File: config.mk
export PLATFORM = sky130hd
export DESIGN_NAME = h2f_sequencer_flat
export DESIGN_NICKNAME = d
export VERILOG_FILES = /design/src/rtl/h2f_sequencer_if.sv /design/src/rtl/h2f_sequencer.sv /design/src/flat_wrapper.sv
export SDC_FILE = /design/constraint.sdc
export NUM_CORES = 1
export LEC_CHECK = 0
export CORE_ASPECT_RATIO = 0.6
export CORE_MARGIN = 2
export CORE_UTILIZATION = 33
export CTS_CLUSTER_DIAMETER = 200
export DETAILED_ROUTE_END_ITERATION = 12
export REMOVE_ABC_BUFFERS = 1
export SLEW_MARGIN = 20
export SYNTH_ARGS = -nofsm -noshare
export SYNTH_HDL_FRONTEND = slang
export SYNTH_SLANG_ARGS = --single-unit
File: constraint.sdc
create_clock -name clock -period 3.05 [get_ports clock]
set_clock_uncertainty 0.2 [all_clocks]
set_input_delay 0.61 -clock clock [delete_from_list [all_inputs] [get_ports clock]]
set_output_delay 0.61 -clock clock [all_outputs]
set_load 0.05 [all_outputs]
File: src/rtl/h2f_sequencer_if.sv
// Request/response bus between a transaction master and h2f_sequencer.
//   slave  modport: sequencer side (accepts requests, returns responses)
//   master modport: requester side (issues requests, consumes responses)
// Signals:
//   req_valid/req_ready : request handshake
//   req_op              : 0=wr inst, 1=wr data, 2=rd inst, 3=rd data
//   req_address         : RAM byte address
//   req_data            : write data
//   rsp_valid/rsp_ready : response handshake
//   rsp_data            : read result (0 for writes and aborts)
//   rsp_error           : transaction aborted
interface h2f_sequencer_if;
    localparam int unsigned OP_W   = 2;
    localparam int unsigned ADDR_W = 16;
    localparam int unsigned DATA_W = 32;

    logic              req_valid;
    logic              req_ready;
    logic [OP_W-1:0]   req_op;
    logic [ADDR_W-1:0] req_address;
    logic [DATA_W-1:0] req_data;
    logic              rsp_valid;
    logic              rsp_ready;
    logic [DATA_W-1:0] rsp_data;
    logic              rsp_error;

    modport slave (
        input  req_valid, req_op, req_address, req_data, rsp_ready,
        output req_ready, rsp_valid, rsp_data, rsp_error
    );

    modport master (
        output req_valid, req_op, req_address, req_data, rsp_ready,
        input  req_ready, rsp_valid, rsp_data, rsp_error
    );
endinterface

File: src/rtl/h2f_sequencer.sv
// Host-to-FPGA command sequencer: turns one RAM read/write transaction into
// a series of command steps on the h2f/f2h word pair of the host-bridge
// command decoder. Each step is ISSUE (request pulse) -> GAP -> WAIT(!busy).
// Ports:
//   clock, reset_n      : clock, async active-low reset
//   core_reset_n        : passed to h2f_value[31]
//   core_run            : passed to h2f_value[30]; blocks and aborts commands
//   bus (slave)         : req_*/rsp_* transaction handshake
//   h2f_value           : {core_reset_n, core_run, request, 5'b0, cmd, param}
//   f2h_value           : decoder status, [29]=busy, [15:0]=data
// Optional feature: define H2F_SEQ_TIMEOUT_EN to abort a step whose WAIT sees
// busy for TIMEOUT_CYCLES cycles.
module h2f_sequencer #(
    parameter int unsigned TIMEOUT_CYCLES = 255
) (
    input  logic                  clock,
    input  logic                  reset_n,
    input  logic                  core_reset_n,
    input  logic                  core_run,
    h2f_sequencer_if.slave        bus,
    output logic [31:0]           h2f_value,
    input  logic [31:0]           f2h_value
);
    localparam int unsigned CMD_W   = 8;
    localparam int unsigned PARAM_W = 16;
    localparam int unsigned DATA_W  = 32;
    localparam int unsigned STEP_W  = 2;
    localparam int unsigned TMO_W   = 8;

    typedef enum logic [2:0] {
        S_IDLE,
        S_ISSUE,
        S_GAP,
        S_WAIT,
        S_RESP
    } state_t;

    state_t               state_q, state_d;
    logic [STEP_W-1:0]    step_q, step_d;
    logic [1:0]           op_q, op_d;
    logic [PARAM_W-1:0]   addr_q, addr_d;
    logic [DATA_W-1:0]    data_q, data_d;
    logic                 request_q, request_d;
    logic [CMD_W-1:0]     cmd_q, cmd_d;
    logic [PARAM_W-1:0]   param_q, param_d;
    logic                 rsp_valid_q, rsp_valid_d;
    logic                 rsp_error_q, rsp_error_d;
    logic [DATA_W-1:0]    rsp_data_q, rsp_data_d;
`ifdef H2F_SEQ_TIMEOUT_EN
    logic [TMO_W-1:0]     tmo_q, tmo_d;
`endif

    logic busy;
    logic req_ready_c;
    logic unused_bits;

    assign busy = f2h_value[29];

`ifdef H2F_SEQ_TIMEOUT_EN
    assign unused_bits = ^{f2h_value[31:30], f2h_value[28:16]};
`else
    assign unused_bits = ^{f2h_value[31:30], f2h_value[28:16], 32'(TIMEOUT_CYCLES)};
`endif

    // Command word {cmd, param} for a given op and step index.
    function automatic logic [CMD_W+PARAM_W-1:0] step_word(
        input logic [1:0]         op,
        input logic [STEP_W-1:0]  step,
        input logic [PARAM_W-1:0] addr,
        input logic [DATA_W-1:0]  data
    );
        logic [CMD_W+PARAM_W-1:0] w;
        w = '0;
        if (!op[1]) begin
            case (step)
                2'd0:    w = {8'd0, data[15:0]};
                2'd1:    w = {8'd1, data[31:16]};
                default: w = {(op[0] ? 8'd3 : 8'd2), addr};
            endcase
        end else begin
            case (step)
                2'd0:    w = {(op[0] ? 8'd5 : 8'd4), addr};
                2'd1:    w = {8'd9, 16'd0};
                default: w = {8'd10, 16'd0};
            endcase
        end
        return w;
    endfunction

    assign req_ready_c     = (state_q == S_IDLE) && !core_run && !rsp_valid_q;
    assign bus.req_ready   = req_ready_c;
    assign bus.rsp_valid   = rsp_valid_q;
    assign bus.rsp_error   = rsp_error_q;
    assign bus.rsp_data    = rsp_data_q;

    // Request is masked by core_run so it can never be seen high while the core runs.
    assign h2f_value = {core_reset_n, core_run, request_q & ~core_run, 5'b0, cmd_q, param_q};

    // Next-state and datapath logic.
    always_comb begin
        state_d     = state_q;
        step_d      = step_q;
        op_d        = op_q;
        addr_d      = addr_q;
        data_d      = data_q;
        request_d   = 1'b0;
        cmd_d       = cmd_q;
        param_d     = param_q;
        rsp_valid_d = rsp_valid_q;
        rsp_error_d = rsp_error_q;
        rsp_data_d  = rsp_data_q;
`ifdef H2F_SEQ_TIMEOUT_EN
        tmo_d       = tmo_q;
`endif

        case (state_q)
            S_IDLE: begin
                if (bus.req_valid && req_ready_c) begin
                    op_d             = bus.req_op;
                    addr_d           = bus.req_address;
                    data_d           = bus.req_data;
                    step_d           = '0;
                    rsp_data_d       = '0;
                    rsp_error_d      = 1'b0;
                    request_d        = 1'b1;
                    {cmd_d, param_d} = step_word(bus.req_op, 2'd0, bus.req_address, bus.req_data);
                    state_d          = S_ISSUE;
                end
            end
            S_ISSUE: begin
                state_d = S_GAP;
            end
            S_GAP: begin
`ifdef H2F_SEQ_TIMEOUT_EN
                tmo_d   = '0;
`endif
                state_d = S_WAIT;
            end
            S_WAIT: begin
                if (!busy) begin
                    if (op_q[1] && step_q == 2'd1) begin
                        rsp_data_d[15:0] = f2h_value[15:0];
                    end
                    if (op_q[1] && step_q == 2'd2) begin
                        rsp_data_d[31:16] = f2h_value[15:0];
                    end
                    if (step_q == 2'd2) begin
                        rsp_valid_d = 1'b1;
                        state_d     = S_RESP;
                    end else if (core_run) begin
                        // Abort instead of entering ISSUE; partial read data is discarded.
                        rsp_valid_d = 1'b1;
                        rsp_error_d = 1'b1;
                        rsp_data_d  = '0;
                        state_d     = S_RESP;
                    end else begin
                        step_d           = step_q + 2'd1;
                        request_d        = 1'b1;
                        {cmd_d, param_d} = step_word(op_q, step_q + 2'd1, addr_q, data_q);
                        state_d          = S_ISSUE;
                    end
                end
`ifdef H2F_SEQ_TIMEOUT_EN
                else begin
                    tmo_d = tmo_q + 8'd1;
                    if (tmo_q + 8'd1 == TMO_W'(TIMEOUT_CYCLES)) begin
                        rsp_valid_d = 1'b1;
                        rsp_error_d = 1'b1;
                        rsp_data_d  = '0;
                        state_d     = S_RESP;
                    end
                end
`endif
            end
            S_RESP: begin
                if (bus.rsp_ready) begin
                    rsp_valid_d = 1'b0;
                    step_d      = '0;
                    state_d     = S_IDLE;
                end
            end
            default: begin
                state_d = S_IDLE;
            end
        endcase
    end

    // State and datapath registers.
    always_ff @(posedge clock or negedge reset_n) begin
        if (!reset_n) begin
            state_q     <= S_IDLE;
            step_q      <= '0;
            op_q        <= '0;
            addr_q      <= '0;
            data_q      <= '0;
            request_q   <= 1'b0;
            cmd_q       <= '0;
            param_q     <= '0;
            rsp_valid_q <= 1'b0;
            rsp_error_q <= 1'b0;
            rsp_data_q  <= '0;
`ifdef H2F_SEQ_TIMEOUT_EN
            tmo_q       <= '0;
`endif
        end else begin
            state_q     <= state_d;
            step_q      <= step_d;
            op_q        <= op_d;
            addr_q      <= addr_d;
            data_q      <= data_d;
            request_q   <= request_d;
            cmd_q       <= cmd_d;
            param_q     <= param_d;
            rsp_valid_q <= rsp_valid_d;
            rsp_error_q <= rsp_error_d;
            rsp_data_q  <= rsp_data_d;
`ifdef H2F_SEQ_TIMEOUT_EN
            tmo_q       <= tmo_d;
`endif
        end
    end
endmodule

File: src/flat_wrapper.sv
// flat-port wrapper written by rule: the top's interface ports become plain ports
module h2f_sequencer_flat 
#(
    parameter int unsigned TIMEOUT_CYCLES = 255
)
  (clock, reset_n, core_reset_n, core_run, h2f_value, f2h_value, bus_req_valid, bus_req_op, bus_req_address, bus_req_data, bus_rsp_ready, bus_req_ready, bus_rsp_valid, bus_rsp_data, bus_rsp_error);
  h2f_sequencer_if bus_i ();
  input  logic clock;
  input  logic reset_n;
  input  logic core_reset_n;
  input  logic core_run;
  output logic [31:0] h2f_value;
  input  logic [31:0] f2h_value;
  input wire logic [$bits(bus_i.req_valid)-1:0] bus_req_valid;
  input wire logic [$bits(bus_i.req_op)-1:0] bus_req_op;
  input wire logic [$bits(bus_i.req_address)-1:0] bus_req_address;
  input wire logic [$bits(bus_i.req_data)-1:0] bus_req_data;
  input wire logic [$bits(bus_i.rsp_ready)-1:0] bus_rsp_ready;
  output wire logic [$bits(bus_i.req_ready)-1:0] bus_req_ready;
  output wire logic [$bits(bus_i.rsp_valid)-1:0] bus_rsp_valid;
  output wire logic [$bits(bus_i.rsp_data)-1:0] bus_rsp_data;
  output wire logic [$bits(bus_i.rsp_error)-1:0] bus_rsp_error;
  assign bus_i.req_valid = bus_req_valid;
  assign bus_i.req_op = bus_req_op;
  assign bus_i.req_address = bus_req_address;
  assign bus_i.req_data = bus_req_data;
  assign bus_i.rsp_ready = bus_rsp_ready;
  assign bus_req_ready = bus_i.req_ready;
  assign bus_rsp_valid = bus_i.rsp_valid;
  assign bus_rsp_data = bus_i.rsp_data;
  assign bus_rsp_error = bus_i.rsp_error;
  h2f_sequencer #(.TIMEOUT_CYCLES(TIMEOUT_CYCLES)) u_core (.clock(clock), .reset_n(reset_n), .core_reset_n(core_reset_n), .core_run(core_run), .bus(bus_i), .h2f_value(h2f_value), .f2h_value(f2h_value));
endmodule
==> metrics.md <==
| Metric | Value |
|---|---|
| First-pass GRT wire length | `23.6 mm` |
| Final antenna-violating net count | `0` |
| Crit path from | `core_run` |
| Final Hold Viols | `0` |
| CTS max path bufs | `2` |
| Total design power | `6.27 mW` |
| Total iterations of the first detailed-routing run | `4` |
| Psw | `2.62 mW` |
| Max-slew violation count | `0` |
| Max stage delay on crit path | `0.48 ns` |
| Met3 routed WL | `927 um` |
| CTS buffer count | `9` |
| Synth cell types | `34` |
| WL per Instance | `17.5 um` |
| Cell Area, Synth | `5110 um2` |
| Final RePlAce weighted congestion | `0.772` |
| CP max FO | `7` |
| Drt drc | `0` |
| Area delta synth->final | `36.8%` |
| Largest net degree at the start of global routing | `44` |
| # hold bufs at CTS | `0` |
| Starting density of the core | `33.5%` |
| Final Util | `45.9%` |
| Total GRT Usage | `18.4%` |
| Status | `complete, no violations` |
| Setup bufs post-CTS | `0` |
| Top cell type's share of synthesized area | `53.9%` |
| # IOs | `155` |
| Hold_ws | `0.0636 ns` |
| Relative slew slack | `45.0%` |
| CTS tree | `built` |
| Die Y | `100 um` |
| Combinational fraction of design power | `44.6%` |
| R2R Path End | `u_core.bus.rsp_data[25]` |
| CTS sink count | `110` |
| Die Width | `165 um` |
| Power per cell area | `897 nW/um2` |
| IO buf count | `128` |
| Max frequency | `0.369 GHz` |
| Slew @ Worst Pin | `0.825 ns` |
| Root Buffer | `clkbuf_16` |
| Avg Cell Area, Syn | `9.81 um2` |
| Vias per cell | `5.04` |
| Met2 wire len | `6.77 mm` |
| Top cells by area, synth | `dfrtp_1 54%, nand2_1 12%, a22o_1 8.2%, a21oi_1 3.3%, mux2i_1 3.1%` |
| Post-synth ARST share | `100%` |
| Clock-pin slew on the worst setup and hold paths | `0.08 ns` |
| Vias in the first global route | `4336` |
| Reg power frac | `35.8%` |
| Cell with the most instances after synthesis | `nand2_1` |
| Sequential cell area fraction in the yosys report | `53.9%` |
| Max Cap Violations | `0` |
| GRT Residual Overflow | `0` |
| Finished Cell Area | `6990 um2` |
| Core area | `15200 um2` |
| RSZ-0062 raised after global routing | `false` |
| Fin crit period | `2.71 ns` |
| Nets | `733` |
| VDD IR-drop max | `403 uV` |
| Setup crit start kind | `input port` |
| Cells on worst reg2reg path | `5` |
| Antenna cells | `0` |
| Synth area leader | `dfrtp_1` |
| Via count | `4271` |
| Top_reg_cell synth | `dfrtp_1` |
| Gate Count Post-Synth | `521` |
| Synth top cells by count | `162 x nand2_1, 110 x dfrtp_1, 48 x a22o_1` |
| Number of synthesized flops with an enable pin | `0` |
| Cells along the critical path | `clkdlybuf4s50_1 -> buf_4 -> nor4_1 -> buf_12` |
| Yosys warnings | `0` |
| Hold/Removal Path Class | `input port to asynchronous set/reset pin` |
| Die Area | `16500 um2` |
| DRT Wirelength | `14.8 mm` |
| Internal power | `3.66 mW` |
| Kind of critical path | `input port to primary output` |
| FF+latch count, synth | `110` |
| Post-CTS Resized | `0` |
| Tcrit/Tclk final | `88.8%` |
| Worst r2r src | `u_core.state_q[2]` |
| Worst endpoint required time | `2.24 ns` |
| Sw frac | `41.7%` |
| Layout cells sized above 1 | `7.44%` |
| Final setup viols | `0` |
| Reg2reg setup slack | `0.65 ns` |
| WP data arrival | `1.90 ns` |
| Crit end category | `primary output` |
| Clock Power Share | `19.6%` |
| DR iter-0 viols | `270` |
| Row Count | `35` |
| Clock Latency Late Sink | `0.35 ns` |
| H-tree Lvls | `3` |
| Highest routed layer | `met4` |
| Initial antenna violation count | `0` |
| Final HPWL from detailed placement | `9.98 mm` |
| Post-DP Area | `6650 um2` |
| M1 wire length | `7.04 mm` |
| Leak | `3.24 nW` |
| CP max-delay cell | `nor4_1` |
| Setup crit end | `bus_req_ready` |
critical path, delay by kind of cell:
kind                   cells  cell delay (ns)
buffers and inverters      3             0.80
AND/OR/NAND/NOR            1             0.48
sequential cells by signal, summed over array words and instances, names as in the netlist:
| register | cells |
|---|---|
| u_core.data_q | 32 |
| u_core.addr_q | 16 |
| u_core.cmd_q | 4 |
| u_core.param_q | 16 |
| u_core.op_q | 2 |
| u_core.state_q | 3 |
| u_core.bus.rsp_data | 32 |
| u_core.request_q | 1 |
| u_core.bus.rsp_valid | 1 |
| u_core.bus.rsp_error | 1 |
| u_core.step_q | 2 |
cell type report:
cell class,instances,area [um2]
well taps,203,254
flip-flops and latches,110,2750
clock buffers,9,225
fillers,1429,8250
repair buffers,149,1510
multi-input cells,366,2150
clock inverters,7,85.1
inverters,4,15.0
power groups by stage:
stage	Sequential, mW	Combinational, mW	Clock (mW)
finish	2.24	2.80	1.23
global route	2.30	3.04	1.33
CTS	2.24	2.81	1.27
detailed placement	2.26	2.80	0
global placement	2.23	2.76	0
floorplan	2.84	1.19	0
how the worst min path moves through the flow:
stage                        endpoint  cells past startpoint  slack [ns]
floorplan            u_core.addr_q[0]                      0        0.11
global placement    u_core.data_q[23]                      2        0.26
detailed placement  u_core.data_q[29]                      2        0.26
CTS                  u_core.data_q[6]                      1        0.08
global route         u_core.data_q[6]                      1        0.11
finish               u_core.data_q[6]                      1        0.06
metal layers:
layer	vias to the layer above	track usage, %
li1	2043	-
met2	114	28.2
met1	2107	27.1
met4	0	4.01
met5	-	0
met3	7	3.47
per-stage QoR:
step	instances	TNS, ns	setup slack, ns
6_report	848	0	0.341
4_1_cts	847	0	0.332
3_3_place_gp	831	0	0.140
5_1_grt	848	0	0.282
3_5_place_dp	831	0	0.0931
2_1_floorplan	480	-47.15	-1.12
cell usage in the layout (no fill, tap or decap), types with 2 or more instances in the layout:
| cell | n |
|---|---|
| a211oi_4 | 2 |
| a21o_1 | 2 |
| a21oi_1 | 34 |
| a221oi_1 | 16 |
| a22o_1 | 48 |
| a31oi_1 | 4 |
| and2_1 | 2 |
| and3b_1 | 2 |
| buf_12 | 5 |
| buf_4 | 19 |
| clkbuf_16 | 9 |
| clkdlybuf4s50_1 | 124 |
| clkinv_4 | 2 |
| conb_1 | 9 |
| dfrtp_1 | 110 |
| ha_1 | 5 |
| inv_1 | 4 |
| inv_6 | 3 |
| mux2i_1 | 16 |
| nand2_1 | 162 |
| nor2_1 | 5 |
| nor2b_1 | 17 |
| nor3_1 | 3 |
| o21ai_0 | 6 |
| o22ai_1 | 3 |
| o31ai_1 | 18 |
| or2_2 | 2 |
kinds of logic (layout without fill, tap and decap cells):
group           count (synthesis)  after routing  share of synthesized area [%]
flops                         110            110                           53.9
fa+ha+maj                       5              5                           1.22
simple gates                  199            199                           16.4
buf+inv                        53            169                           5.17
compound gates                137            137                           20.2
mux                            16             16                           3.13
other cells                     1              9                         0.0734
Power figures use the tool's default switching activity.
